--- src/rtl/led_seq_pkg.sv ---
// ============================================================================
// led_seq_pkg
// Shared mode, FSM-state and bounce-direction encodings for led_pattern_seq.
// Revision: 1.0
// ============================================================================
`default_nettype none

package led_seq_pkg;

    localparam logic [1:0] MODE_SHL    = 2'b00;
    localparam logic [1:0] MODE_SHR    = 2'b01;
    localparam logic [1:0] MODE_BOUNCE = 2'b10;
    localparam logic [1:0] MODE_BLINK  = 2'b11;

    localparam logic [0:0] S_IDLE = 1'b0;
    localparam logic [0:0] S_RUN  = 1'b1;

    localparam logic [0:0] DIR_LEFT  = 1'b0;
    localparam logic [0:0] DIR_RIGHT = 1'b1;

endpackage

`default_nettype wire

--- src/rtl/led_prescaler.sv ---
// ============================================================================
// led_prescaler
// Step-period prescaler: emits a tick every period+1 enabled cycles.
// Revision: 1.0
// ============================================================================
`default_nettype none

module led_prescaler #(
    parameter int DIV_W = 24
) (
    input  logic             clk,
    input  logic             rst,
    input  logic             en,
    input  logic             clear,
    input  logic [DIV_W-1:0] period,
    output logic             tick
);

    logic [DIV_W-1:0] r_count;

    // >= rather than == so that lowering period below the count ticks at once
    assign tick = en && !clear && (r_count >= period);

    always_ff @(posedge clk or posedge rst) begin
        if (rst) begin
            r_count <= '0;
        end else if (clear) begin
            r_count <= '0;
        end else if (en) begin
            if (tick) begin
                r_count <= '0;
            end else begin
                r_count <= r_count + DIV_W'(1);
            end
        end
    end

endmodule

`default_nettype wire

--- src/rtl/led_pattern_seq.sv ---
// ============================================================================
// led_pattern_seq
// Rotate / bounce / blink LED pattern sequencer with programmable step period.
// Optional macro LED_PWM_EN adds a 4-bit duty input for brightness control.
// Revision: 1.0
// ============================================================================
`default_nettype none

module led_pattern_seq
    import led_seq_pkg::*;
#(
    parameter int LED_W = 4,
    parameter int DIV_W = 24
) (
    input  logic             clk,
    input  logic             rst,
    input  logic             en,
    input  logic [1:0]       mode,
    input  logic [DIV_W-1:0] period,
    input  logic [LED_W-1:0] seed,
    input  logic             load,
`ifdef LED_PWM_EN
    input  logic [3:0]       duty,
`endif
    output logic [LED_W-1:0] led_out,
    output logic             step
);

    logic [0:0]       r_state;
    logic [0:0]       w_next_state;
    logic             w_run;
    logic             w_tick;
    logic [LED_W-1:0] r_led;
    logic [LED_W-1:0] w_led_next;
    logic [0:0]       r_dir;
    logic [0:0]       w_dir_next;
    logic             r_step;
    logic [LED_W-1:0] w_rol;
    logic [LED_W-1:0] w_ror;

    always_ff @(posedge clk or posedge rst) begin
        if (rst) begin
            r_state <= S_IDLE;
        end else begin
            r_state <= w_next_state;
        end
    end

    always_comb begin
        w_next_state = r_state;
        case (r_state)
            S_IDLE:  if (en)  w_next_state = S_RUN;
            S_RUN:   if (!en) w_next_state = S_IDLE;
            default: w_next_state = S_IDLE;
        endcase
    end

    // Running is decided by the state being entered, so en acts on the same edge
    always_comb begin
        w_run = (w_next_state == S_RUN);
    end

    led_prescaler #(
        .DIV_W (DIV_W)
    ) u_prescaler (
        .clk    (clk),
        .rst    (rst),
        .en     (w_run),
        .clear  (load),
        .period (period),
        .tick   (w_tick)
    );

    assign w_rol = (r_led << 1) | (r_led >> (LED_W - 1));
    assign w_ror = (r_led >> 1) | (r_led << (LED_W - 1));

    always_comb begin
        w_led_next = r_led;
        w_dir_next = r_dir;
        case (mode)
            MODE_SHL:   w_led_next = w_rol;
            MODE_SHR:   w_led_next = w_ror;
            MODE_BOUNCE: begin
                if (LED_W > 1) begin
                    if (r_dir == DIR_LEFT) begin
                        if (r_led[LED_W-1]) begin
                            w_dir_next = DIR_RIGHT;
                            w_led_next = r_led >> 1;
                        end else begin
                            w_led_next = r_led << 1;
                        end
                    end else begin
                        if (r_led[0]) begin
                            w_dir_next = DIR_LEFT;
                            w_led_next = r_led << 1;
                        end else begin
                            w_led_next = r_led >> 1;
                        end
                    end
                end
            end
            MODE_BLINK: w_led_next = ~r_led;
            default:    w_led_next = r_led;
        endcase
    end

    always_ff @(posedge clk or posedge rst) begin
        if (rst) begin
            r_led  <= LED_W'(1);
            r_dir  <= DIR_LEFT;
            r_step <= 1'b0;
        end else if (load) begin
            r_led  <= (seed == '0) ? LED_W'(1) : seed;
            r_dir  <= DIR_LEFT;
            r_step <= 1'b0;
        end else begin
            r_step <= w_tick;
            if (w_tick) begin
                r_led <= w_led_next;
                r_dir <= w_dir_next;
            end
        end
    end

    assign step = r_step;

`ifdef LED_PWM_EN
    logic [3:0] r_pwm_cnt;

    always_ff @(posedge clk or posedge rst) begin
        if (rst) begin
            r_pwm_cnt <= 4'd0;
        end else begin
            r_pwm_cnt <= r_pwm_cnt + 4'd1;
        end
    end

    assign led_out = r_led & {LED_W{r_pwm_cnt <= duty}};
`else
    assign led_out = r_led;
`endif

endmodule

`default_nettype wire

--- config.mk ---
export PLATFORM = sky130hd
export DESIGN_NAME = led_pattern_seq
export DESIGN_NICKNAME = d
export VERILOG_FILES = /design/src/rtl/led_seq_pkg.sv /design/src/rtl/led_prescaler.sv /design/src/rtl/led_pattern_seq.sv
export SDC_FILE = /design/constraint.sdc
export NUM_CORES = 1
export LEC_CHECK = 0
export BUFFER_PORTS_ARGS = -buffer_cell sky130_fd_sc_hd__buf_2
export CORE_MARGIN = 2
export CORE_UTILIZATION = 35
export DETAILED_ROUTE_END_ITERATION = 12
export HOLD_SLACK_MARGIN = 0.15
export PLACE_DENSITY = 0.51
export SETUP_SLACK_MARGIN = 0.02
export SYNTH_ARGS = -nofsm -noshare
export SYNTH_HDL_FRONTEND = slang
export SYNTH_SLANG_ARGS = --single-unit
--- constraint.sdc ---
create_clock -name clk -period 2.7 [get_ports clk]
set_input_delay 0.27 -clock clk [delete_from_list [all_inputs] [get_ports clk]]
set_output_delay 0.27 -clock clk [all_outputs]
set_load 0.02 [all_outputs]
Word level (Yosys, flattened, before mapping)
Index checks and enable logic that the tools add are counted.
- add/subtract/negate cells: 1
- order comparisons: 1
- equal/unequal tests: 3
- multiplexer cells: 18
- bitwise gates (word level): 3
- reductions and logical operators: 9
- operator list (operator ; number):
    two-way mux 24 bit ; 3
    adder 24 x 1 -> 24 bit, second input constant ; 1
    greater-or-equal comparator 24 bit ; 1
    two-way mux 4 bit ; 6
    one-hot mux 4 bit (4 select lines) ; 1
    two-way mux 1 bit ; 8
    nonzero test 2 bit ; 3
    equality test 2 bit, second input constant ; 2
    zero test 4 bit ; 1
    NOT 4 bit ; 1
    bitwise OR 3 x 4 -> 4 bit ; 1
    bitwise OR 4 x 1 -> 4 bit ; 1
    equality test 2 x 1 -> 1 bit, second input constant ; 1
    logical AND 1 bit ; 2
    zero test 2 bit ; 1
    AND reduction 2 bit ; 1
    zero test 1 bit ; 1
- register bits after elaboration: 30
- output and inout port bits: 5

Logic depth before layout (Yosys ltp)
Gate-level depths: netlist of the first run.
- depth in word-level cells: 6
- depth in mapped cells: 10
- gate-level depth less buffers: 8

By module
Synthesis of the first run repeated with hierarchy kept, for this count alone.
- cell total of the unflattened synthesis: 338
- area total of the unflattened synthesis: 2653.8 µm²
- by module, submodules not included (module ; instances ; cells each ; area an instance (µm²) ; seq. area each (µm²)):
    led_prescaler ; 1 ; 282 ; 2205.9 ; 600.6
    led_pattern_seq ; 1 ; 56 ; 447.9 ; 151.4

Least setup slack after synthesis of the first run
Ideal clock, no wire load.
- kind: register -> register
- start: reg u_prescaler.r_count[21]
- end: reg r_led[1] (netlist: led_out[1])
- data arrival time: 2.030 ns
- required time: 2.564 ns
- slack: 0.534 ns
- stages on the path, launching flop included: 9
- buffers on the path: 2
- clock period less this slack: 2.166 ns
- path through: dfrtp_1 ha_1 nand4_2 nor4_2 or3b_1 buf_6 a21oi_4 buf_6 o311ai_1
- word-level cells in the longest chain between the ends: 3
- RTL lines (what ; line ; source):
    from (decl) ; led_prescaler.sv:19 ; logic [DIV_W-1:0] r_count;
    from (signal assigned) ; led_prescaler.sv:33 ; r_count <= r_count + DIV_W'(1);
    greater-or-equal comparator 24 bit ; led_prescaler.sv:22 ; assign tick = en && !clear && (r_count >= period);
    logical AND 1 bit ; led_prescaler.sv:22 ;
    nonzero test 2 bit (no line) ; n/a ;
    to (signal assigned) ; led_pattern_seq.sv:113 ; r_led <= (seed == '0) ? LED_W'(1) : seed;
    to (signal assigned) ; led_pattern_seq.sv:119 ; r_led <= w_led_next;
    to (decl) ; led_pattern_seq.sv:33 ; logic [LED_W-1:0] r_led;
No other way between the ends.
A chain may end at the register's enable or synchronous reset.

Final worst setup path of the first run
- start: reg u_prescaler.r_count[21]
- end: reg r_led[3] (netlist: led_out[3])
The elaborated chain is that of the path after synthesis.

==> results of run 1 <==
==> metal layers <==
layer / vias up / global-route usage / part of all wire
li1: 1073 / - / -
met1: 942 / 0.222 / 0.49
met2: 33 / 0.270 / 0.47
met3: 5 / 0.0286 / 0.030
met4: 0 / 0.0384 / 0.010
met5: - / 0 / 0
==> final timing paths <==
check	to	start	depth (start not counted)	slack [ps]
max	led_out[3]	u_prescaler.r_count[21]	7	350
min	led_out[1]	seed[1]	3	240
max reg2reg	led_out[3]	u_prescaler.r_count[21]	7	350
min reg2reg	u_prescaler.r_count[0]	u_prescaler.r_count[0]	2	560
max in group asynchronous	led_out[0]	rst	4	1760
min in group asynchronous	u_prescaler.r_count[11]	rst	4	610
==> registers in the layout (all words and copies together), names as in the netlist <==
name and cells:
u_prescaler.r_count 24, led_out 4, r_dir 1, step 1
==> critical path, cell delays in order (launching register included) <==
cell and delay [ps]:
dfrtp_1 420, ha_1 320, nand4_2 140, nor4_2 360, or3b_1 450, buf_4 190
a211o_1 250, o311a_1 100
==> per-stage QoR <==
stage	hold slack [ps]	setup WS [ps]	util	std cells
floorplan	360	534	-	280
global placement	378	363	0.410	393
detailed placement	388	345	0.410	393
CTS	235	338	0.426	402
global route	246	179	0.426	402
finish	238	346	0.426	402
==> cells by family after synthesis <==
group | count (synthesis)
AO/OA/AOI/OAI | 53
flip-flops | 30
buffers and inverters | 45
adder cells (fa/ha/maj) | 25
AND/OR/NAND/NOR | 109
XOR/XNOR | 18
==> placed cells by master, fill, tap and decap left out, types with 4 or more instances in the layout <==
master,n
nand3_1,11
nand2_1,28
a21oi_1,19
nor3b_1,4
xor2_1,13
nor2b_1,4
clkbuf_8,6
dfrtp_1,29
inv_1,34
o211ai_1,4
ha_1,25
nor3_1,20
nand4_1,9
buf_2,38
o21ai_0,10
nor2_1,10
nand2b_1,7
xnor2_1,5
buf_4,8
==> repair_timing <==
action                    in CTS  in global routing
setup buffers                  0                  0
hold buffers                   1                  0
hold endpoints to repair      29                  0
==> final cells by class <==
class	count	area share
Clock buffer	7	0.0314
Inverter	35	0.0478
Multi-Input combinational cell	205	0.516
Clock inverter	1	0.00182
Tap cell	77	0.0350
Timing Repair Buffer	47	0.0946
Sequential cell	30	0.273
==> power by group through the flow <==
stage	Combinational, mW	Clock, mW	Sequential (mW)
after floorplan	0.0805	0	0.481
after global placement	0.140	0	0.477
after detailed placement	0.141	0	0.477
after CTS	0.142	0.403	0.469
after global routing	0.161	0.418	0.470
final	0.139	0.384	0.469
==> results.py, run 1 <==
metrics = {
    "layout": {
        "diodes": 0,
        "drive_gt1_frac": 0.185,
        "design_area_um2": 2750,
        "area_growth_pct": 16.2,
        "regArea_um2": 752,
        "nets": 383,
        "num-fill-cells": 688,
        "multiInputGateArea_um2": 1420,
    },
    "timing": {
        "skew_ps": 6.25,
        "finalCritPeriodShare": 0.872,
        "period_needed_ps": 2350,
        "fmax_mhz": 425,
        "tns_ps": 0,
        "rsz0062_at_grt": "false",
        "slew_headroom": 0.723,
        "hold_viol_final": 0,
        "setup_viol": 0,
        "worst_slew_pin_slew_ps": 416,
        "report.final.slew_viol_count": 0,
    },
    "cts": {
        "ctsLongestPathBuffers": 2,
        "cts_max_level": 2,
        "cts_tree": "yes",
        "cts_sinks": 30,
        "cts_buffers": 5,
        "clock-root-buffer": "clkbuf_8",
        "clk_pin_slew_worst_paths_ps": 70,
        "clk_latency_ps": 280,
        "cts-resized-gates": 0,
    },
    "pwr": {
        "pwr-share-comb": 0.140,
        "power_density_nw_per_um2": 361,
        "p_int_mw": 0.720,
        "totalPowerFinal_mw": 0.992,
        "irDropWorstVdd_mv": 0.185,
        "swShare": 0.274,
        "leakagePower_nw": 1.35,
        "p_seq_frac": 0.473,
        "switchingPower_mw": 0.272,
        "power_frac_clock": 0.387,
    },
    "logic_synthesis": {
        "syn_avg_cell_area_um2": 8.45,
        "synth_fa_ha_area_frac": 0.132,
        "synthXorXnorAreaFrac": 0.0666,
        "syn_nets": 339,
        "synth-edff-count": 0,
        "synth_cell_types": 50,
        "syn_area_um2": 2370,
        "synth_simple_gate_area_frac": 0.249,
        "synth_warnings": 0,
        "synth_top_area_share": 0.307,
        "synth_compound_area_frac": 0.151,
        "ys.flop_type": "dfrtp_1",
        "synthCells": 280,
        "ys_top_cells_by_count": "34 x inv_1, 29 x dfrtp_1, 28 x nand2_1, 25 x ha_1, 20 x nor3_1",
        "synthTopCellsByArea": "dfrtp_1 31%, ha_1 13%, inv_1 5.4%, xor2_1 4.8%, nand2_1 4.4%",
        "synth_top_family_by_area": "simple AND/OR/NAND/NOR gates",
        "ys_seq_area_frac": 0.318,
        "synthArstFlopShare": 1.00,
        "muxShareOfSynthArea": 0,
        "synth_top_area_cell": "dfrtp_1",
        "synth_most_common_cell": "inv_1",
        "ys_ff_latch": 30,
    },
    "floorplanning": {
        "start_util": 0.367,
        "boundaryPins": 39,
        "die_area_um2": 7440,
        "die_w_um": 86.2,
        "die_h_um": 86.2,
        "rows": 29,
        "core-area_um2": 6460,
    },
    "placement": {
        "portBuffers": 38,
        "dp_hpwl_mm": 4.18,
        "place_area_um2": 2650,
        "gp_congestion": 0.815,
    },
    "global_route": {
        "grt_max_degree": 38,
        "grt-ovfl-total": 0,
        "grt_pass1_vias": 2017,
        "antenna_found_initial": 0,
        "grt_pass1_wl_mm": 9.70,
        "grt_use_total": 0.163,
    },
    "route": {
        "viasPerCell": 5.11,
        "via_count": 2053,
        "antenna_left": 0,
        "drtPass1Iterations": 4,
        "drc": 0,
        "routedWlPerCell_um": 13.9,
        "first_iter_violations": 116,
        "wl_mm": 5.59,
    },
    "hold_path": {
        "holdCritPathClass": "input pin to flop",
    },
    "worst_setup_path": {
        "cp-end-kind": "flop",
        "worstPathRequired_ps": 2870,
        "cp_max_fo": 8,
        "arrival_ps": 2520,
        "crit_type": "flop to flop",
        "startpoint_type": "flop",
    },
    "run": {
        "cap_violations": 0,
    },
    "outcome": {
        "status": "completed",
    },
}
Note: power is estimated with default switching activity, not from simulation.
==> run 2, diff against run 1 <==
--- a/config.mk
+++ b/config.mk
@@ -11,6 +11,7 @@
 export DETAILED_ROUTE_END_ITERATION = 12
 export HOLD_SLACK_MARGIN = 0.15
 export PLACE_DENSITY = 0.51
+export RECOVER_POWER = 25
 export SETUP_SLACK_MARGIN = 0.02
 export SYNTH_ARGS = -nofsm -noshare
 export SYNTH_HDL_FRONTEND = slang
==> run 2 against run 1 <==
- the flow now finishes with violations (capacitance limit, slew limit)
- worst setup slack did not move
- total power is essentially flat
- clock skew is the same
- critical path depth did not move
- routed wire length did not move
- first-iteration DRC count is the same
- count of clock-buffer cells in the layout is the same
==> results.py, run 2 (same netlist as run 1, synthesis figures left out) <==
metrics = {
    "route": {
        "routedWlPerCell_um": 13.9,
        "via_count": 2053,
        "first_iter_violations": 116,
        "viasPerCell": 5.11,
        "drtPass1Iterations": 4,
        "wl_mm": 5.59,
        "antenna_left": 0,
        "drc": 0,
    },
    "global_route": {
        "antenna_found_initial": 0,
        "grt_max_degree": 38,
        "grt-ovfl-total": 0,
        "grt_pass1_wl_mm": 9.70,
        "grt_use_total": 0.163,
        "grt_pass1_vias": 2017,
    },
    "layout": {
        "most-common-layout-cells": "38 x buf_2, 34 x inv_1, 29 x dfrtp_1",
        "area_growth_pct": 16.0,
        "mostFrequentLayoutCell": "buf_2",
        "nets": 383,
        "diodes": 0,
        "drive_gt1_frac": 0.182,
        "largest_reg_flops": 24,
        "regMostFlops": "u_prescaler.r_count",
    },
    "timing": {
        "report.final.slew_viol_count": 31,
        "skew_ps": 6.25,
        "finalCritPeriodShare": 0.872,
        "rsz0062_at_grt": "false",
        "worst_slew_pin_slew_ps": 1750,
        "whs_ps": 238,
        "period_needed_ps": 2350,
        "slew_headroom": -0.170,
        "hold_viol_final": 0,
        "fmax_mhz": 425,
        "setup_viol": 0,
        "tns_ps": 0,
    },
    "worst_setup_path": {
        "worstPathRequired_ps": 2870,
        "crit_buf_inv": 1,
        "startpoint_type": "flop",
        "cp_max_fo": 8,
        "cp-end-kind": "flop",
        "arrival_ps": 2520,
        "critPathSlowestCell": "or3b_1",
        "slowest_delay_ps": 450,
        "crit_type": "flop to flop",
        "crit_family": "simple AND/OR/NAND/NOR gates",
        "cp_cell_sequence": "ha_1 > nand4_2 > nor4_2 > or3b_1 > buf_4 > a211o_1 > o311a_1",
    },
    "floorplanning": {
        "core-area_um2": 6460,
        "boundaryPins": 39,
        "start_util": 0.367,
        "rows": 29,
        "die_w_um": 86.2,
        "die_h_um": 86.2,
        "die_area_um2": 7440,
    },
    "placement": {
        "gp_congestion": 0.815,
        "portBuffers": 38,
        "dp_hpwl_mm": 4.18,
    },
    "run": {
        "cap_violations": 1,
    },
    "cts": {
        "cts_hold_buffers": 1,
        "clock-root-buffer": "clkbuf_8",
        "cts-resized-gates": 0,
        "cts_sinks": 30,
        "cts_tree": "yes",
        "clk_latency_ps": 280,
        "ctsLongestPathBuffers": 2,
        "clk_pin_slew_worst_paths_ps": 70,
        "cts_buffers": 5,
        "cts_setup_buffers": 0,
        "cts_max_level": 2,
    },
    "hold_path": {
        "holdCritPathClass": "input pin to flop",
    },
    "pwr": {
        "leakagePower_nw": 1.35,
        "irDropWorstVdd_mv": 0.185,
        "power_density_nw_per_um2": 361,
    },
    "outcome": {
        "status": "finished, violations left",
        "violations": "capacitance limit, slew limit",
    },
}
## run 2: cell count changes in the layout (fill, tap and decap cells not counted)
cell / previous run / this run
clkbuf_1: 1 / 2
buf_4: 8 / 7
## run 2: worst reg2reg max path, stage by stage, from the launching register on
cell and delay (ps):
dfrtp_1 420, ha_1 320, nand4_2 140, nor4_2 360
or3b_1 450, buf_4 190, a211o_1 250, o311a_1 100
## run 2: layout make-up
class	instances	area, um^2
fill	688	3710
timing repair buffer	47	256
tap	77	96.3
clock inverter	1	5.00
clock buffer	7	86.3
multi-input combinational	205	1420
inverter	35	131
sequential	30	752
## run 2: final timing paths
check	from	to	slack [ps]	cells after the start
setup / recovery	u_prescaler.r_count[21]	led_out[3]	350	7
hold / removal	seed[1]	led_out[1]	240	3
setup reg to reg	u_prescaler.r_count[21]	led_out[3]	350	7
hold reg to reg	u_prescaler.r_count[0]	u_prescaler.r_count[0]	560	2
max in group asynchronous	rst	u_prescaler.r_count[1]	540	4
min in group asynchronous	rst	u_prescaler.r_count[11]	1140	4
## run 2: per-layer routing
layer  track usage  vias up  part of all wire
li1              -     1073                 -
met1         0.222      942              0.49
met2         0.270       33              0.47
met3        0.0286        5             0.030
met4        0.0384        0             0.010
met5             0        -                 0
## run 2: report_power, final
group          internal (mW)  total, mW  leakage [nW]  switching, mW
sequential             0.458      0.469         0.408         0.0104
clock                  0.206      0.384        0.0482          0.179
combinational         0.0553      0.138         0.891         0.0831
## run 2: per-stage QoR
stage                     setup WS [ps]  total power, mW  utilization  cells  instance area (um^2)
after floorplan                     534            0.562            -    280                  2370
after global placement              363            0.617        0.410    393                  2650
after detailed placement            345            0.618        0.410    393                  2650
after CTS                           338             1.01        0.426    402                  2750
after global routing                130             1.05        0.425    402                  2750
final                               346            0.991        0.425    402                  2750
==> run 3, diff against run 2 <==
--- a/config.mk
+++ b/config.mk
@@ -5,6 +5,7 @@
 export SDC_FILE = /design/constraint.sdc
 export NUM_CORES = 1
 export LEC_CHECK = 0
+export ABC_AREA = 1
 export BUFFER_PORTS_ARGS = -buffer_cell sky130_fd_sc_hd__buf_2
 export CORE_MARGIN = 2
 export CORE_UTILIZATION = 35
==> run 3 against run 2 <==
- the run still ends with capacitance limit, slew limit left
- first-iteration DRC count down 46%
- worst hold slack got worse by 4.6 ps
- synthesized cell count up 25%
- final cell count increased by 22%
- total power shrank 2.7%
- sequential cell count unchanged
- area after synthesis up 4.6%
- clock power down 10%
- worst setup slack better by 260 ps
- die area increased by 4.4%
==> results.py, run 3 <==
metrics = {
    "logic_synthesis": {
        "synth_top_family_by_area": "simple AND/OR/NAND/NOR gates",
        "synth_simple_gate_area_frac": 0.338,
        "muxShareOfSynthArea": 0,
        "synthTopCellsByArea": "dfrtp_1 29%, ha_1 13%, nand2_1 12%, inv_1 9.4%, nor2_1 7.0%",
        "ys_seq_area_frac": 0.304,
        "ys_ff_latch": 30,
        "synth_cell_types": 36,
        "ys.flop_type": "dfrtp_1",
        "synth_compound_area_frac": 0.0758,
        "synth_most_common_cell": "nand2_1",
        "synth_fa_ha_area_frac": 0.126,
        "synthArstFlopShare": 1.00,
        "synth_top_area_share": 0.293,
        "synth_top_area_cell": "dfrtp_1",
        "syn_area_um2": 2480,
        "synthXorXnorAreaFrac": 0.0495,
        "syn_avg_cell_area_um2": 7.09,
        "syn_nets": 408,
        "synth-edff-count": 0,
        "synth_warnings": 0,
        "synthCells": 349,
        "ys_top_cells_by_count": "81 x nand2_1, 62 x inv_1, 46 x nor2_1, 29 x dfrtp_1",
    },
    "route": {
        "drc": 0,
        "viasPerCell": 4.53,
        "via_count": 2219,
        "first_iter_violations": 63,
        "antenna_left": 0,
        "routedWlPerCell_um": 11.0,
        "wl_mm": 5.40,
        "drtPass1Iterations": 4,
    },
    "floorplanning": {
        "rows": 30,
        "start_util": 0.362,
        "core-area_um2": 6830,
        "die_h_um": 88.1,
        "die_area_um2": 7760,
        "die_w_um": 88.1,
        "boundaryPins": 39,
    },
    "cts": {
        "clk_pin_slew_worst_paths_ps": 60,
        "cts-resized-gates": 0,
        "ctsLongestPathBuffers": 2,
        "cts_max_level": 2,
        "clk_latency_ps": 280,
        "clock-root-buffer": "clkbuf_8",
        "cts_setup_buffers": 0,
        "cts_buffers": 5,
        "cts_tree": "yes",
        "cts_sinks": 30,
    },
    "run": {
        "cap_violations": 1,
    },
    "timing": {
        "slew_headroom": -0.100,
        "skew_ps": 6.24,
        "setup_viol": 0,
        "finalCritPeriodShare": 0.776,
        "fmax_mhz": 477,
        "tns_ps": 0,
        "hold_viol_final": 0,
        "rsz0062_at_grt": "false",
        "period_needed_ps": 2100,
        "worst_slew_pin_slew_ps": 1650,
        "report.final.slew_viol_count": 31,
    },
    "hold_path": {
        "hold_depth": 3,
        "holdCritPathClass": "input pin to flop",
    },
    "global_route": {
        "grt_max_degree": 31,
        "antenna_found_initial": 0,
        "grt_pass1_vias": 2022,
        "grt-ovfl-total": 0,
        "grt_pass1_wl_mm": 9.31,
        "grt_use_total": 0.155,
    },
    "worst_setup_path": {
        "reg2reg_to": "led_out[3]",
        "crit_buf_inv": 0,
        "worstPathRequired_ps": 2850,
        "arrival_ps": 2250,
        "endpoint": "led_out[3]",
        "reg2regPathDepth": 11,
        "cp_max_fo": 24,
        "startpoint": "u_prescaler.r_count[21]",
        "slowest_delay_ps": 430,
        "startpoint_type": "flop",
        "cp_num_cells": 11,
        "critPathSlowestCell": "dfrtp_1",
        "crit_type": "flop to flop",
        "regToRegSetupSlack_ps": 600,
        "cp-end-kind": "flop",
        "cp_cell_sequence": "ha_1 > a21oi_1 > nor2_1 > nor2_1 > nand2_1 > nor2_1 > nand2_1 > nand2_2 > nand2_4 > nand2_1 > o21ai_0",
        "r2r_start": "u_prescaler.r_count[21]",
        "crit_family": "simple AND/OR/NAND/NOR gates",
    },
    "layout": {
        "instances_no_fill": 490,
        "diodes": 0,
        "most-common-layout-cells": "81 x nand2_1, 62 x inv_1, 46 x nor2_1",
        "num-fill-cells": 752,
        "regMostFlops": "u_prescaler.r_count",
        "area_growth_pct": 15.4,
        "mostFrequentLayoutCell": "nand2_1",
        "nets": 453,
        "largest_reg_flops": 24,
        "drive_gt1_frac": 0.160,
    },
    "pwr": {
        "leakagePower_nw": 1.55,
        "power_density_nw_per_um2": 338,
        "irDropWorstVdd_mv": 0.157,
    },
    "placement": {
        "gp_congestion": 0.849,
        "dp_hpwl_mm": 4.22,
        "place_inst": 482,
        "portBuffers": 38,
    },
    "outcome": {
        "status": "finished, violations left",
        "violations": "capacitance limit, slew limit",
    },
}
## run 3: cell types whose count changed in the layout (fill, tap and decap cells not counted), sizes merged, moves of 7 or more
cell / before / now
nand2b: 7 / 0
nor3: 20 / 8
nor2: 11 / 51
nand3: 11 / 25
nand2: 28 / 87
inv: 34 / 62
a21oi: 20 / 11
## run 3: through the flow
step                area (um^2)   util  hold WS [ps]  worst slack (ps)  power [mW]
floorplan                  2480      -           360               968       0.574
global placement           2770  0.406           381               615       0.630
detailed placement         2770  0.406           378               570       0.631
CTS                        2860  0.419           224               544       0.986
global route               2860  0.418           229               222        1.03
finish                     2860  0.418           233               604       0.964
## run 3: kinds of logic (layout without fill, tap and decap cells)
family	Yosys count	after routing
AND/OR/NAND/NOR	182	182
AO/OA/AOI/OAI	32	32
flip-flops	30	30
buffers and inverters	66	111
XOR/XNOR	14	14
adder cells (fa/ha/maj)	25	25
## run 3: layer usage
layer | global-route usage | vias up | wire, um
met3 | 0.0368 | 4 | 188
li1 | - | 1198 | -
met1 | 0.208 | 977 | 2690
met4 | 0.0344 | 0 | 30
met2 | 0.256 | 40 | 2490
met5 | 0 | - | 0
## run 3: how the worst min path moves through the flow
stage               slack (ps)    start                 endpoint
global route               230  seed[2]               led_out[2]
finish                     230  seed[2]               led_out[2]
global placement           380      rst  u_prescaler.r_count[22]
floorplan                  360      rst               led_out[1]
CTS                        220  seed[2]               led_out[2]
detailed placement         380      rst  u_prescaler.r_count[22]
## run 3: report_power, final
group          internal (mW)  switching (mW)  leakage (nW)
Sequential             0.460          0.0136         0.409
Combinational         0.0564          0.0899          1.10
Clock                  0.177           0.167        0.0383
## run 3: timing repair
action | in CTS | in global routing
hold endpoints to repair | 29 | 0
hold buffers | 1 | 0
setup endpoints to repair | 0 | 0
## run 3: layout make-up
cell class | count | area, um^2 | area share
repair buffers | 41 | 211 | 0.0740
clock buffers | 7 | 76.3 | 0.0267
multi-input cells | 253 | 1460 | 0.511
well taps | 96 | 120 | 0.0420
inverters | 63 | 236 | 0.0828
flip-flops and latches | 30 | 752 | 0.263
## run 3: worst min-delay path: cells and delay by family
kind	cells	cell delay [ps]
and+or+nand+nor	2	120
buffers and inverters	1	90
